### config.mk
export PLATFORM = sky130hd
export DESIGN_NAME = wb_spim_flat
export DESIGN_NICKNAME = d
export VERILOG_FILES = /design/src/rtl/wb_spim_pkg.sv /design/src/rtl/wb_spim_if.sv /design/src/rtl/wb_spim_shifter.sv /design/src/rtl/wb_spim.sv /design/src/flat_wrapper.sv
export SDC_FILE = /design/constraint.sdc
export NUM_CORES = 1
export LEC_CHECK = 0
export BUFFER_PORTS_ARGS = -buffer_cell sky130_fd_sc_hd__buf_2
export CAP_MARGIN = 10
export CORE_MARGIN = 3
export CORE_UTILIZATION = 35
export DETAILED_ROUTE_END_ITERATION = 8
export GPL_TIMING_DRIVEN = 0
export MAX_ROUTING_LAYER = met4
export SYNTH_ARGS = -nofsm -noshare
export SYNTH_HDL_FRONTEND = slang
export SYNTH_SLANG_ARGS = --single-unit
### constraint.sdc
create_clock -name wb_clk -period 2.7 [get_ports wb_clk]
set_input_delay 0.27 -clock wb_clk [delete_from_list [all_inputs] [get_ports wb_clk]]
set_output_delay 0.27 -clock wb_clk [all_outputs]
set_load 0.02 [all_outputs]
### src/rtl/wb_spim_pkg.sv
// wb_spim_pkg: register map, CTRL layout and shifter state encoding for the Wishbone SPI master
package wb_spim_pkg;
  localparam logic [1:0] REG_DATA   = 2'd0;
  localparam logic [1:0] REG_STATUS = 2'd1;
  localparam logic [1:0] REG_CTRL   = 2'd2;
  localparam int SB_OVR  = 2;
  localparam int CT_CPOL = 8;
  localparam int CT_CPHA = 9;
  localparam int CT_CS   = 10;
  localparam int CT_IE   = 11;
  typedef struct packed {
    logic       ie;
    logic       cs;
    logic       cpha;
    logic       cpol;
    logic [7:0] div;
  } ctrl_t;
  typedef enum logic [1:0] {S_IDLE, S_SHIFT, S_DONE} spim_state_t;
endpackage

### src/rtl/wb_spim_if.sv
// wb_spim_if: Wishbone classic bus signals between the decoder (master) and wb_spim (slave)
interface wb_spim_if;
  logic        wb_cyc;
  logic        wb_stb;
  logic        wb_we;
  logic [3:0]  wb_sel;
  logic [31:0] wb_adr;
  logic [31:0] wb_dat;
  logic [31:0] wb_rdt;
  logic        wb_ack;
  modport master (output wb_cyc, wb_stb, wb_we, wb_sel, wb_adr, wb_dat, input wb_rdt, wb_ack);
  modport slave (input wb_cyc, wb_stb, wb_we, wb_sel, wb_adr, wb_dat, output wb_rdt, wb_ack);
endinterface

### src/rtl/wb_spim_shifter.sv
// wb_spim_shifter: SPI byte engine - divider, 16 half-period edge counter, shift register, SCLK/MOSI
module wb_spim_shifter
  import wb_spim_pkg::*;
(
  input  logic       wb_clk,
  input  logic       wb_rst_n,
  input  logic       start,
  input  logic [7:0] tx,
  input  logic [7:0] div,
  input  logic       cpol,
  input  logic       cpha,
  input  logic       miso,
  output logic       sclk,
  output logic       mosi,
  output logic       busy,
  output logic       done,
  output logic [7:0] rx
);
  spim_state_t st_q, st_d;
  logic [7:0] cnt_q, cnt_d, sh_q, sh_d;
  logic [3:0] ecnt_q, ecnt_d;
  logic sclk_q, sclk_d, mosi_q, mosi_d, samp_q, samp_d;
  logic tick, lead, trail, last;
  always_comb begin
    tick   = st_q == S_SHIFT && cnt_q == div;
    lead   = tick && !ecnt_q[0];
    trail  = tick && ecnt_q[0];
    last   = tick && ecnt_q == 4'd15;
    st_d   = st_q;
    cnt_d  = cnt_q;
    ecnt_d = ecnt_q;
    sh_d   = sh_q;
    mosi_d = mosi_q;
    samp_d = samp_q;
    if (st_q == S_IDLE && start) begin
      st_d   = S_SHIFT;
      cnt_d  = '0;
      ecnt_d = '0;
      sh_d   = tx;
      mosi_d = cpha ? mosi_q : tx[7];
    end else if (st_q == S_DONE) begin
      st_d = S_IDLE;
    end else if (st_q == S_SHIFT) begin
      cnt_d  = tick ? 8'd0 : cnt_q + 8'd1;
      ecnt_d = tick ? ecnt_q + 4'd1 : ecnt_q;
      st_d   = last ? S_DONE : S_SHIFT;
      // CPHA=0 holds the sampled bit until the trailing edge so MOSI and the shift stay in step
      if (lead && cpha) mosi_d = sh_q[7];
      if (lead && !cpha) samp_d = miso;
      if (trail) sh_d = {sh_q[6:0], cpha ? miso : samp_q};
      if (trail && !cpha && !last) mosi_d = sh_q[6];
    end
    sclk_d = st_d == S_SHIFT ? cpol ^ ecnt_d[0] : cpol;
  end
  always_ff @(posedge wb_clk)
    if (!wb_rst_n) begin
      st_q   <= S_IDLE;
      cnt_q  <= '0;
      ecnt_q <= '0;
      sh_q   <= '0;
      sclk_q <= 1'b0;
      mosi_q <= 1'b0;
      samp_q <= 1'b0;
    end else begin
      st_q   <= st_d;
      cnt_q  <= cnt_d;
      ecnt_q <= ecnt_d;
      sh_q   <= sh_d;
      sclk_q <= sclk_d;
      mosi_q <= mosi_d;
      samp_q <= samp_d;
    end
  assign sclk = sclk_q;
  assign mosi = mosi_q;
  assign busy = st_q != S_IDLE;
  assign done = st_q == S_DONE;
  assign rx   = sh_q;
endmodule

### src/rtl/wb_spim.sv
// wb_spim: Wishbone classic slave exposing DATA/STATUS/CTRL registers of an SPI master
module wb_spim
  import wb_spim_pkg::*;
#(
  parameter logic [7:0] DIV_RST = 8'd3
) (
  input  logic       wb_clk,
  input  logic       wb_rst_n,
  wb_spim_if.slave   bus,
  output logic       spi_sclk,
  output logic       spi_mosi,
  input  logic       spi_miso,
  output logic       spi_csn,
  output logic       irq
);
  ctrl_t ctrl_q, ctrl_d;
  logic [7:0] rxd_q, rxd_d, rx;
  logic [31:0] rdt_q, rdt_d;
  logic rxv_q, rxv_d, ovr_q, ovr_d, ack_q, ack_d, irq_q, irq_d;
  logic req, wr, rd, start, busy, done;
  logic [1:0] a;
  logic unused_bits;
  always_comb begin
    req   = bus.wb_cyc & bus.wb_stb & ~ack_q;
    wr    = req & bus.wb_we;
    rd    = req & ~bus.wb_we;
    a     = bus.wb_adr[3:2];
    start = wr && a == REG_DATA && bus.wb_sel[0] && !busy;
    // a DATA write landing while the engine is busy (including DONE) is dropped; set wins over W1C
    ovr_d = (wr && a == REG_DATA && bus.wb_sel[0] && busy) ? 1'b1 :
            (wr && a == REG_STATUS && bus.wb_sel[0] && bus.wb_dat[SB_OVR]) ? 1'b0 : ovr_q;
    rxv_d = done ? 1'b1 : (rd && a == REG_DATA) ? 1'b0 : rxv_q;
    rxd_d = done ? rx : rxd_q;
    ctrl_d = ctrl_q;
    if (wr && a == REG_CTRL && bus.wb_sel[0] && !busy) ctrl_d.div = bus.wb_dat[7:0];
    if (wr && a == REG_CTRL && bus.wb_sel[1]) begin
      ctrl_d.cs = bus.wb_dat[CT_CS];
      ctrl_d.ie = bus.wb_dat[CT_IE];
      ctrl_d.cpol = busy ? ctrl_q.cpol : bus.wb_dat[CT_CPOL];
      ctrl_d.cpha = busy ? ctrl_q.cpha : bus.wb_dat[CT_CPHA];
    end
    rdt_d = !rd ? 32'h0 :
            a == REG_DATA   ? {24'h0, rxd_q} :
            a == REG_STATUS ? {29'h0, ovr_q, rxv_q, busy} :
            a == REG_CTRL   ? {20'h0, ctrl_q} : 32'h0;
    ack_d = req;
    irq_d = rxv_d & ctrl_d.ie;
  end
  always_ff @(posedge wb_clk)
    if (!wb_rst_n) begin
      ctrl_q <= '{ie: 1'b0, cs: 1'b0, cpha: 1'b0, cpol: 1'b0, div: DIV_RST};
      rxd_q  <= '0;
      rdt_q  <= '0;
      rxv_q  <= 1'b0;
      ovr_q  <= 1'b0;
      ack_q  <= 1'b0;
      irq_q  <= 1'b0;
    end else begin
      ctrl_q <= ctrl_d;
      rxd_q  <= rxd_d;
      rdt_q  <= rdt_d;
      rxv_q  <= rxv_d;
      ovr_q  <= ovr_d;
      ack_q  <= ack_d;
      irq_q  <= irq_d;
    end
  wb_spim_shifter u_shifter (
    .wb_clk  (wb_clk),
    .wb_rst_n(wb_rst_n),
    .start   (start),
    .tx      (bus.wb_dat[7:0]),
    .div     (ctrl_q.div),
    .cpol    (ctrl_q.cpol),
    .cpha    (ctrl_q.cpha),
    .miso    (spi_miso),
    .sclk    (spi_sclk),
    .mosi    (spi_mosi),
    .busy    (busy),
    .done    (done),
    .rx      (rx)
  );
  assign bus.wb_rdt  = rdt_q;
  assign bus.wb_ack  = ack_q;
  assign spi_csn     = ~ctrl_q.cs;
  assign irq         = irq_q;
  assign unused_bits = ^{bus.wb_adr[31:4], bus.wb_adr[1:0], bus.wb_dat[31:12], bus.wb_sel[3:2]};
endmodule

### src/flat_wrapper.sv
// flat-port wrapper written by rule: the top's interface ports become plain ports
module wb_spim_flat import wb_spim_pkg::*;
#(
  parameter logic [7:0] DIV_RST = 8'd3
)
  (wb_clk, wb_rst_n, spi_sclk, spi_mosi, spi_miso, spi_csn, irq, bus_wb_cyc, bus_wb_stb, bus_wb_we, bus_wb_sel, bus_wb_adr, bus_wb_dat, bus_wb_rdt, bus_wb_ack);
  wb_spim_if bus_i ();
  input  logic wb_clk;
  input  logic wb_rst_n;
  output logic spi_sclk;
  output logic spi_mosi;
  input  logic spi_miso;
  output logic spi_csn;
  output logic irq;
  input wire logic [$bits(bus_i.wb_cyc)-1:0] bus_wb_cyc;
  input wire logic [$bits(bus_i.wb_stb)-1:0] bus_wb_stb;
  input wire logic [$bits(bus_i.wb_we)-1:0] bus_wb_we;
  input wire logic [$bits(bus_i.wb_sel)-1:0] bus_wb_sel;
  input wire logic [$bits(bus_i.wb_adr)-1:0] bus_wb_adr;
  input wire logic [$bits(bus_i.wb_dat)-1:0] bus_wb_dat;
  output wire logic [$bits(bus_i.wb_rdt)-1:0] bus_wb_rdt;
  output wire logic [$bits(bus_i.wb_ack)-1:0] bus_wb_ack;
  assign bus_i.wb_cyc = bus_wb_cyc;
  assign bus_i.wb_stb = bus_wb_stb;
  assign bus_i.wb_we = bus_wb_we;
  assign bus_i.wb_sel = bus_wb_sel;
  assign bus_i.wb_adr = bus_wb_adr;
  assign bus_i.wb_dat = bus_wb_dat;
  assign bus_wb_rdt = bus_i.wb_rdt;
  assign bus_wb_ack = bus_i.wb_ack;
  wb_spim #(.DIV_RST(DIV_RST)) u_core (.wb_clk(wb_clk), .wb_rst_n(wb_rst_n), .bus(bus_i), .spi_sclk(spi_sclk), .spi_mosi(spi_mosi), .spi_miso(spi_miso), .spi_csn(spi_csn), .irq(irq));
endmodule
Word level (Yosys, flattened, before mapping)
Index checks and enable logic that the tools add are counted.
Cells by class
  add/sub/neg operators: 2
  equality and inequality tests: 9
  muxes and demuxes: 31
  bitwise logic cells: 15
  reduce and logical (&&, ||, !) cells: 42
Operator list (number)
  two-way mux 8 bit: 8
  logical AND 1 bit: 21
  two-way mux 1 bit: 18
  NOT 1 bit: 9
  adder 8 x 1 -> 8 bit (second input constant): 1
  equality test 8 bit: 1
  two-way mux 2 bit: 4
  AND reduction 4 bit: 2
  nonzero test 2 bit: 4
  equality test 2 x 1 -> 1 bit (second input constant): 3
  AND reduction 2 bit: 3
  AND reduction 3 bit: 2
  bitwise AND 1 bit: 5
  OR reduction 5 bit: 1
  adder 4 x 1 -> 4 bit (second input constant): 1
  equality test 2 bit (second input constant): 2
  equality test 4 bit (second input constant): 1
  zero test 1 bit: 4
  zero test 2 bit: 2
  two-way mux 4 bit: 1
  != test 2 bit (second input constant): 2
  OR reduction 4 bit: 1
  nonzero test 3 bit: 1
  OR reduction 2 bit: 1
  XOR 1 bit: 1
Word-level totals
  bits in registers: 81
  output and inout bits: 37
  logic and storage cells: 120

Longest topological paths before layout
Gate-level depths: netlist of the first run.
  word-level depth: 10
  depth in mapped cells: 12
  depth with buffers taken out: 9

Cells and area by module
A second synthesis of the first run with hierarchy kept.
Second synthesis, totals
  cell total of the unflattened synthesis: 328
  area total of the unflattened synthesis: 3009.1 um^2
By module, submodules not included
  wb_spim: times used 1, cells each 166, area each 1576.5 um^2
  wb_spim_shifter: times used 1, cells each 162, area each 1432.6 um^2

Least setup slack after synthesis of the first run
OpenSTA, ideal clock, no wires.
  path kind: reg-to-reg
  start: register u_core.u_shifter.st_q[0]
  end: register u_core.u_shifter.mosi_q (netlist: u_core.u_shifter.mosi)
  library setup time: 0.079 ns
  arrival: 2.067 ns
  path slack: 0.554 ns
  cell stages (with the launch flop): 12
  buffers on the path: 3
  clock period less this slack: 2.146 ns
  path through: dfxtp_1 buf_4 and2b_1 buf_6 nand4_4 nor4_4 buf_4 ha_1 nand2b_1 a211oi_1 o221ai_1 o211ai_1
Between the ends
  cells in the longest elaborated chain, start to end: 9
RTL lines
  start, declared: line wb_spim_shifter.sv:19  | spim_state_t st_q, st_d;
  start signal, assigned: line wb_spim_shifter.sv:65  | st_q <= st_d;
  equality test 2 x 1 -> 1 bit: line wb_spim_shifter.sv:25, wb_spim_shifter.sv:43
  logical AND 1 bit: line wb_spim_shifter.sv:25  | tick = st_q == S_SHIFT && cnt_q == div;
  logical AND 1 bit, on equally long branches: line wb_spim_shifter.sv:27, wb_spim_shifter.sv:28
  logical AND 1 bit / zero test 1 bit (equally long branches): line wb_spim_shifter.sv:51  | if (trail && !cpha && !last) mosi_d = sh_q[6];
  logical AND 1 bit: line wb_spim_shifter.sv:51
  two-way mux 1 bit: line wb_spim_shifter.sv:51
  two-way mux 1 bit: line wb_spim_shifter.sv:43  | end else if (st_q == S_SHIFT) begin
  two-way mux 1 bit: line wb_spim_shifter.sv:41  | end else if (st_q == S_DONE) begin
  two-way mux 1 bit: line wb_spim_shifter.sv:35  | if (st_q == S_IDLE && start) begin
  end signal, assigned: line wb_spim_shifter.sv:70  | mosi_q <= mosi_d;
  end, declared: line wb_spim_shifter.sv:22  | logic sclk_q, sclk_d, mosi_q, mosi_d, samp_q, samp_d;
Parallel ways exist; a longest one is shown, timed or not. The select of a mux whose other input is x is not followed.
A chain may end at the register's enable or synchronous reset.

Final worst setup path of the first run
  start: register u_core.u_shifter.st_q[0]
  end: register u_core.u_shifter.sh_q[4] (netlist: u_core.u_shifter.rx[4])
Between the ends
  cells in the longest elaborated chain, start to end: 6
RTL lines
  nonzero test 2 bit: line wb_spim_shifter.sv:75  | assign busy = st_q != S_IDLE;
  zero test 1 bit: line wb_spim.sv:28  | start = wr && a == REG_DATA && bus.wb_sel[0] && !busy;
  logical AND 1 bit: line wb_spim.sv:28
  logical AND 1 bit: line wb_spim_shifter.sv:35
  != test 2 bit (no source line) / nonzero test 2 bit (equally long branches)
  AND reduction 3 bit (no source line)
  end signal, assigned: line wb_spim_shifter.sv:60  | sh_q <= '0;
  end signal, assigned: line wb_spim_shifter.sv:68  | sh_q <= sh_d;
  end, declared: line wb_spim_shifter.sv:20  | logic [7:0] cnt_q, cnt_d, sh_q, sh_d;
Parallel ways exist; a longest one is shown, timed or not.

==> results of run 1 <==
[kinds of logic (layout without fill, tap and decap cells)]
| kind of cell | count (synthesis) | count (layout) | share of synthesized area, % |
|---|---|---|---|
| fa+ha+maj | 4 | 4 | 1.80 |
| xor+xnor | 17 | 17 | 5.34 |
| simple gates | 125 | 125 | 21.8 |
| other cells | 1 | 20 | 0.135 |
| mux | 29 | 29 | 10.4 |
| buf+inv | 39 | 90 | 8.62 |
| flops | 61 | 61 | 43.8 |
| compound gates | 37 | 37 | 8.08 |
[tightest hold or removal path, cell delays in order]
cell and delay, ns:
buf_2 0.08, mux2i_1 0.05, nor2_1 0.07
[repair_timing]
item | in CTS | in global routing
setup endpoints to repair | 0 | 1
endpoints found under the hold margin | 0 | 0
gates resized for setup | 0 | 1
[stage by stage]
stage | area [um^2] | cells | hold slack, ns | power [mW] | setup WS, ns
final | 3350 | 482 | 0.178 | 1.77 | 0.203
after global routing | 3350 | 482 | 0.179 | 1.85 | 0.000900
after CTS | 3340 | 482 | 0.157 | 1.79 | 0.190
after detailed placement | 3160 | 466 | 0.447 | 1.05 | 0.256
after global placement | 3160 | 466 | 0.444 | 1.05 | 0.282
after floorplan | 2860 | 332 | 0.395 | 1.01 | 0.554
[state kept, by name, indices dropped and copies added (netlist names)]
name                     cells
u_core.bus.wb_rdt           12
u_core.ctrl_q               12
u_core.rxd_q                 8
u_core.u_shifter.cnt_q       8
u_core.u_shifter.rx          8
u_core.u_shifter.ecnt_q      4
u_core.u_shifter.st_q        2
u_core.bus.wb_ack            1
u_core.irq                   1
u_core.ovr_q                 1
u_core.rxv_q                 1
u_core.u_shifter.mosi        1
u_core.u_shifter.samp_q      1
u_core.u_shifter.sclk        1
[area by class of cell]
class,instances,area share (%)
Buffer,35,6.73
Clock inverter,5,1.05
Inverter,4,0.448
Timing Repair Buffer,35,5.23
Clock buffer,11,4.52
Tap cell,99,3.70
Multi-Input combinational cell,232,41.9
Sequential cell,61,36.5
[path summary, 6_finish.rpt]
path	slack [ns]	end	start	depth (start not counted)
max	0.20	u_core.u_shifter.rx[4]	u_core.u_shifter.st_q[0]	10
min	0.18	u_core.ctrl_q[9]	bus_wb_dat[9]	3
max reg2reg	0.20	u_core.u_shifter.rx[4]	u_core.u_shifter.st_q[0]	10
min reg2reg	0.46	u_core.rxd_q[4]	u_core.rxd_q[4]	2
[layer usage]
layer / track usage [%] / vias up
met4: 8.05 / 0
met3: 2.37 / 4
met5: - / -
met2: 24.4 / 45
met1: 19.3 / 1024
li1: - / 1150
[Yosys cell counts (2+ instances only)]
cell type  number
clkbuf_1        6
or2_2           2
buf_2           2
a21oi_1        21
nor2b_1         3
nand4_1         4
buf_1           3
nor3_1          4
nor2_1         49
dfxtp_1        61
o21ai_0         2
and2_1          2
ha_1            4
mux2i_1        29
a211oi_1        9
or3_1           2
xnor2_1         8
buf_4          22
inv_1           3
and3_1          7
xor2_1          9
nand3_1         6
nand2b_1        3
nand2_1        34
and3b_1         2
[power groups by stage]
stage	Combinational, mW	Sequential, mW	Clock, mW
finish	0.121	0.907	0.737
global route	0.132	0.907	0.810
CTS	0.120	0.907	0.763
detailed placement	0.120	0.928	0
global placement	0.119	0.928	0
floorplan	0.0870	0.928	0
==> run summary, run 1 <==
Run status: finished clean
Asr flop ratio synth: 0%
Std-Cell Rows: 31
Clock Latency Late Sink: 0.34 ns
CTS tree: done
Initial DRC Count: 105
Clk_skew: 0.00919 ns
Critical path launch point type: flip-flop
Combinational fraction of design power: 6.8%
Congestion Overflow GR: 0
Worst Setup End Kind: flip-flop
Post-CTS setup buffer count: 0
TritonCTS Buffers: 9
ANT cells: 0
Die W: 95.2 um
Vias in the first global route: 2200
Slew @ Worst Pin: 0.611 ns
Kind of cell adding the most delay to the critical path: simple AND/OR/NAND/NOR gates
Vias: 2223
WL met1: 3.02 mm
Yosys warnings: 0
Metal3 WL: 193 um
Top Layer Used: met4
Initial antenna violation count: 0
Multi-input logic area: 1400 um^2
Top cells by area, synth: dfxtp_1 44%, mux2i_1 10%, nor2_1 6.6%
H-Tree Depth: 3
Pin count of the biggest net entering global routing: 12
Final core occ: 44.7%
Sw frac: 24.6%
Period minus WS final: 2.50 ns
Sw power: 435 uW
Post-CTS Hold Buffers: 0
Core footprint: 7490 um^2
DRT antenna net count: 0
First drt pass iteration count: 4
Area grow syn2layout: 20.2%
CP cell instances: buf_4 -> and2b_1 -> buf_6 -> nand4_4 -> nor4_4 -> buf_4 -> ha_1 -> nand2_1 -> mux2i_1 -> a211oi_1
RSZ-0062 raised after global routing: no
Synth Register Bits: 61
Design internal power: 1.33 mW
Die height: 95.2 um
Seq/Total Area, Yosys: 43.8%
WL/cell: 13.0 um
Clk pwr share: 41.8%
Peak Freq: 0.401 GHz
Most frequent cells in the layout: 61 x dfxtp_1, 49 x nor2_1, 37 x buf_2, 34 x nand2_1, 29 x mux2i_1
Netlist Area Pre-Place: 2790 um^2
DRC Markers: 0
Vias per cell: 4.61
WL final: 6.27 mm
CTS clock-pin slew for the worst setup and hold paths: 0.07 ns
Final Wtd Congestion: 0.831
Cell count after synthesis: 313
Lkg Pwr: 1.46 nW
Port Buffers: 35
Slowest cell on the critical path: nor4_4
Post-synth EDFFs: 0
Fin. max-slew vios: 0
Fin Setup TNS: 0 ns
Top-area cell type share of the netlist area: 43.8%
CTS Sinks: 61
CTS Root Cell: clkbuf_8
Final setup fails: 0
Worst setup path class: reg -> reg
Met2 wire length: 3.00 mm
Crit Path Max Fanout: 11
Commonest non-fill, non-tap cell in the layout: dfxtp_1
Layout cells sized above 1: 21.7%
Synth cell types: 41
Flop pwr share: 51.4%
Io pins: 111
Synth area leader: dfxtp_1
# fillers: 792
Synthesized area per cell: 8.90 um^2
Total track usage: 15.6%
Synth Flop Type: dfxtp_1
# nets final: 456
Fin. Hold Viols: 0
CP bufs+invs: 3
Crit path DAT: 2.74 ns
Initial Utilization: 37.2%
Clk buf depth: 2
CP Data Required Time: 2.94 ns
Peak VDD IR: 0.233 mV
Hold crit path type: in -> reg
CP max stage delay: 0.34 ns
Power density over the cells: 527 nW/um^2
HPWL Detailed: 4.72 mm
Slew margin rel.: 59.2%
Post-route clock period utilization: 92.5%
FF+latch area: 1220 um^2
Die area: 9070 um^2
Cell mode on critical path: buf_4
Max-capacitance violation count: 0
First-pass GRT wire length: 10.5 mm
Power figures use the tool's default switching activity.
==> run 2, diff against run 1 <==
--- a/config.mk
+++ b/config.mk
@@ -5,6 +5,7 @@
 export SDC_FILE = /design/constraint.sdc
 export NUM_CORES = 1
 export LEC_CHECK = 0
+export ABC_AREA = 1
 export BUFFER_PORTS_ARGS = -buffer_cell sky130_fd_sc_hd__buf_2
 export CAP_MARGIN = 10
 export CORE_MARGIN = 3
==> run summary, run 2 <==
Run status: finished clean
CTS clock-pin slew for the worst setup and hold paths: 0.08 ns (about the same)
Crit path DAT: 2.61 ns (-0.13 ns)
Period minus WS final: 2.37 ns (-0.131 ns)
RSZ-0062 raised after global routing: no
CTS Root Cell: clkbuf_8
Synth cell types: 32 (-22%)
CTS Sinks: 61 (unchanged)
Final setup fails: 0 (unchanged)
Synth Register Bits: 61 (unchanged)
Die height: 94.7 um (-0.55%)
Synth area leader: dfxtp_1
CTS tree: done
Fin. max-slew vios: 0 (unchanged)
Critical path launch point type: flip-flop
CP Data Required Time: 2.94 ns (about the same)
Peak Freq: 0.423 GHz (+5.5%)
Most frequent cell after synthesis: nand2_1
Hold crit path type: in -> reg
PostCTS Resize Cnt: 0 (unchanged)
Worst setup path class: reg -> reg
Asr flop ratio synth: 0% (unchanged)
Std-Cell Rows: 31 (unchanged)
Vias in the first global route: 2168 (-1.5%)
Post-synth top cells: 74 x nand2_1, 61 x dfxtp_1, 56 x nor2_1
First-pass GRT wire length: 10.7 mm (+2.4%)
Placed Cells: 527 (+13%)
Congestion Overflow GR: 0 (unchanged)
Die area: 8970 um^2 (-1.1%)
Slew margin rel.: 64.2% (+5.0 points)
Worst-case hold slack: 0.165 ns (-0.0132 ns)
Netlist Area Pre-Place: 2750 um^2 (-1.2%)
Area grow syn2layout: 21.9%
Post-route clock period utilization: 87.6% (-4.8 points)
Initial Utilization: 37.0% (-0.24 points)
Final Wtd Congestion: 0.889 (+7.0%)
# nets final: 517 (+13%)
Post-CTS setup buffer count: 0 (unchanged)
Die W: 94.7 um (-0.55%)
Synth Flop Type: dfxtp_1
Slew @ Worst Pin: 0.534 ns (-0.0771 ns)
Pin count of the biggest net entering global routing: 13 (+1)
Top cells by area, synth: dfxtp_1 44%, nand2_1 10%, nor2_1 7.6%
Fin. Hold Viols: 0 (unchanged)
Peak VDD IR: 0.246 mV (+5.3%)
Clk buf depth: 2 (unchanged)
Clock Latency Late Sink: 0.35 ns (about the same)
Top-area cell type share of the netlist area: 44.3% (+0.52 points)
Seq/Total Area, Yosys: 44.3% (+0.52 points)
HPWL Detailed: 5.18 mm (+9.8%)
Clk_skew: 0.00861 ns (-0.000578 ns)
Cell count after synthesis: 372 (+19%)
Synthesized area per cell: 7.40 um^2 (-17%)
Initial antenna violation count: 0 (unchanged)
First drt pass iteration count: 4 (unchanged)
DRT antenna net count: 0 (unchanged)
Post-synth EDFFs: 0 (unchanged)
Max-capacitance violation count: 0 (unchanged)
Fin cells: 543 (+13%)
TritonCTS Buffers: 9 (unchanged)
Initial DRC Count: 115 (+9.5%)
Post-CTS Hold Buffers: 0 (unchanged)
Vias: 2428 (+9.2%)
ANT cells: 0 (unchanged)
Most frequent cells in the layout: 74 x nand2_1, 61 x dfxtp_1, 56 x nor2_1, 38 x buf_2, 35 x inv_1
Fin Setup TNS: 0 ns (unchanged)
Port Buffers: 37 (+5.7%)
Lkg Pwr: 1.46 nW (+0.23%)
DRC Markers: 0 (unchanged)
Power density over the cells: 580 nW/um^2 (+10%)
Io pins: 111 (unchanged)
Vias per cell: 4.47 (-3.0%)
Yosys warnings: 0 (unchanged)
Core footprint: 7450 um^2 (-0.52%)
Commonest non-fill, non-tap cell in the layout: nand2_1
Crit Path Max Fanout: 9 (-2)
WL final: 6.79 mm (+8.2%)
Worst Setup End Kind: flip-flop
H-Tree Depth: 3 (unchanged)
WL/cell: 12.5 um (-3.9%)
Total track usage: 16.5% (+0.94 points)
Layout cells sized above 1: 21.8% (+0.18 points)
[run 2: path summary, 6_finish.rpt]
kind,from,end,slack [ns],depth (start not counted)
worst max register to register,u_core.u_shifter.cnt_q[6],u_core.u_shifter.rx[7],0.33,16
worst max-delay path,u_core.u_shifter.cnt_q[6],u_core.u_shifter.rx[7],0.33,16
worst min-delay path,bus_wb_dat[0],u_core.ctrl_q[0],0.16,3
worst min register to register,u_core.ctrl_q[11],u_core.bus.wb_rdt[11],0.43,2
[run 2: logic make-up after synthesis]
logic type	share of synthesized area [%]
flip-flops	44.3
buffers and inverters	12.2
XOR/XNOR	2.23
AND/OR/NAND/NOR	27.4
other	0.136
AO/OA/AOI/OAI	11.9
adder cells (fa/ha/maj)	1.82
[run 2: through the flow]
stage / utilization (%) / cell area, um^2 / worst slack [ns] / power, mW
final: 45.1 / 3360 / 0.334 / 1.95
after detailed placement: 42.1 / 3130 / 0.380 / 1.05
after CTS: 45.1 / 3360 / 0.315 / 1.96
after global placement: 42.1 / 3130 / 0.432 / 1.05
after global routing: 45.1 / 3360 / 0.0578 / 2.02
after floorplan: - / 2830 / 0.786 / 1.01
[run 2: cell type report]
class,instances,area (um^2)
clock buffer,9,124
timing repair buffer,37,185
fill,773,4090
tap,99,124
sequential,61,1220
clock inverter,7,98.8
multi-input combinational,263,1270
buffer,27,185
inverter,40,150
[run 2: layer usage]
metal,global-route usage (%),vias to the layer above,routed length [um]
li1,-,1284,-
met1,21.3,1057,3230
met2,24.8,79,2910
met3,4.22,8,546
met4,6.13,0,102
met5,-,-,0
[run 2: power breakdown]
part	switching, mW	leakage (nW)	internal, mW
Clock	0.395	0.110	0.524
Sequential	0.00383	0.492	0.904
Combinational	0.0776	0.863	0.0430
[run 2: worst max-delay path, stage by stage (launching register included)]
cell     delay, ns
dfxtp_1       0.43
inv_2         0.04
nand2_1       0.05
nand2_1       0.04
nor2_1        0.10
nand2_1       0.09
nor2_2        0.16
nand2_2       0.14
inv_1         0.15
ha_1          0.16
inv_1         0.06
nor2_2        0.33
nor2_1        0.24
nand2_1       0.11
nand3_1       0.07
nand2_1       0.06
inv_1         0.04
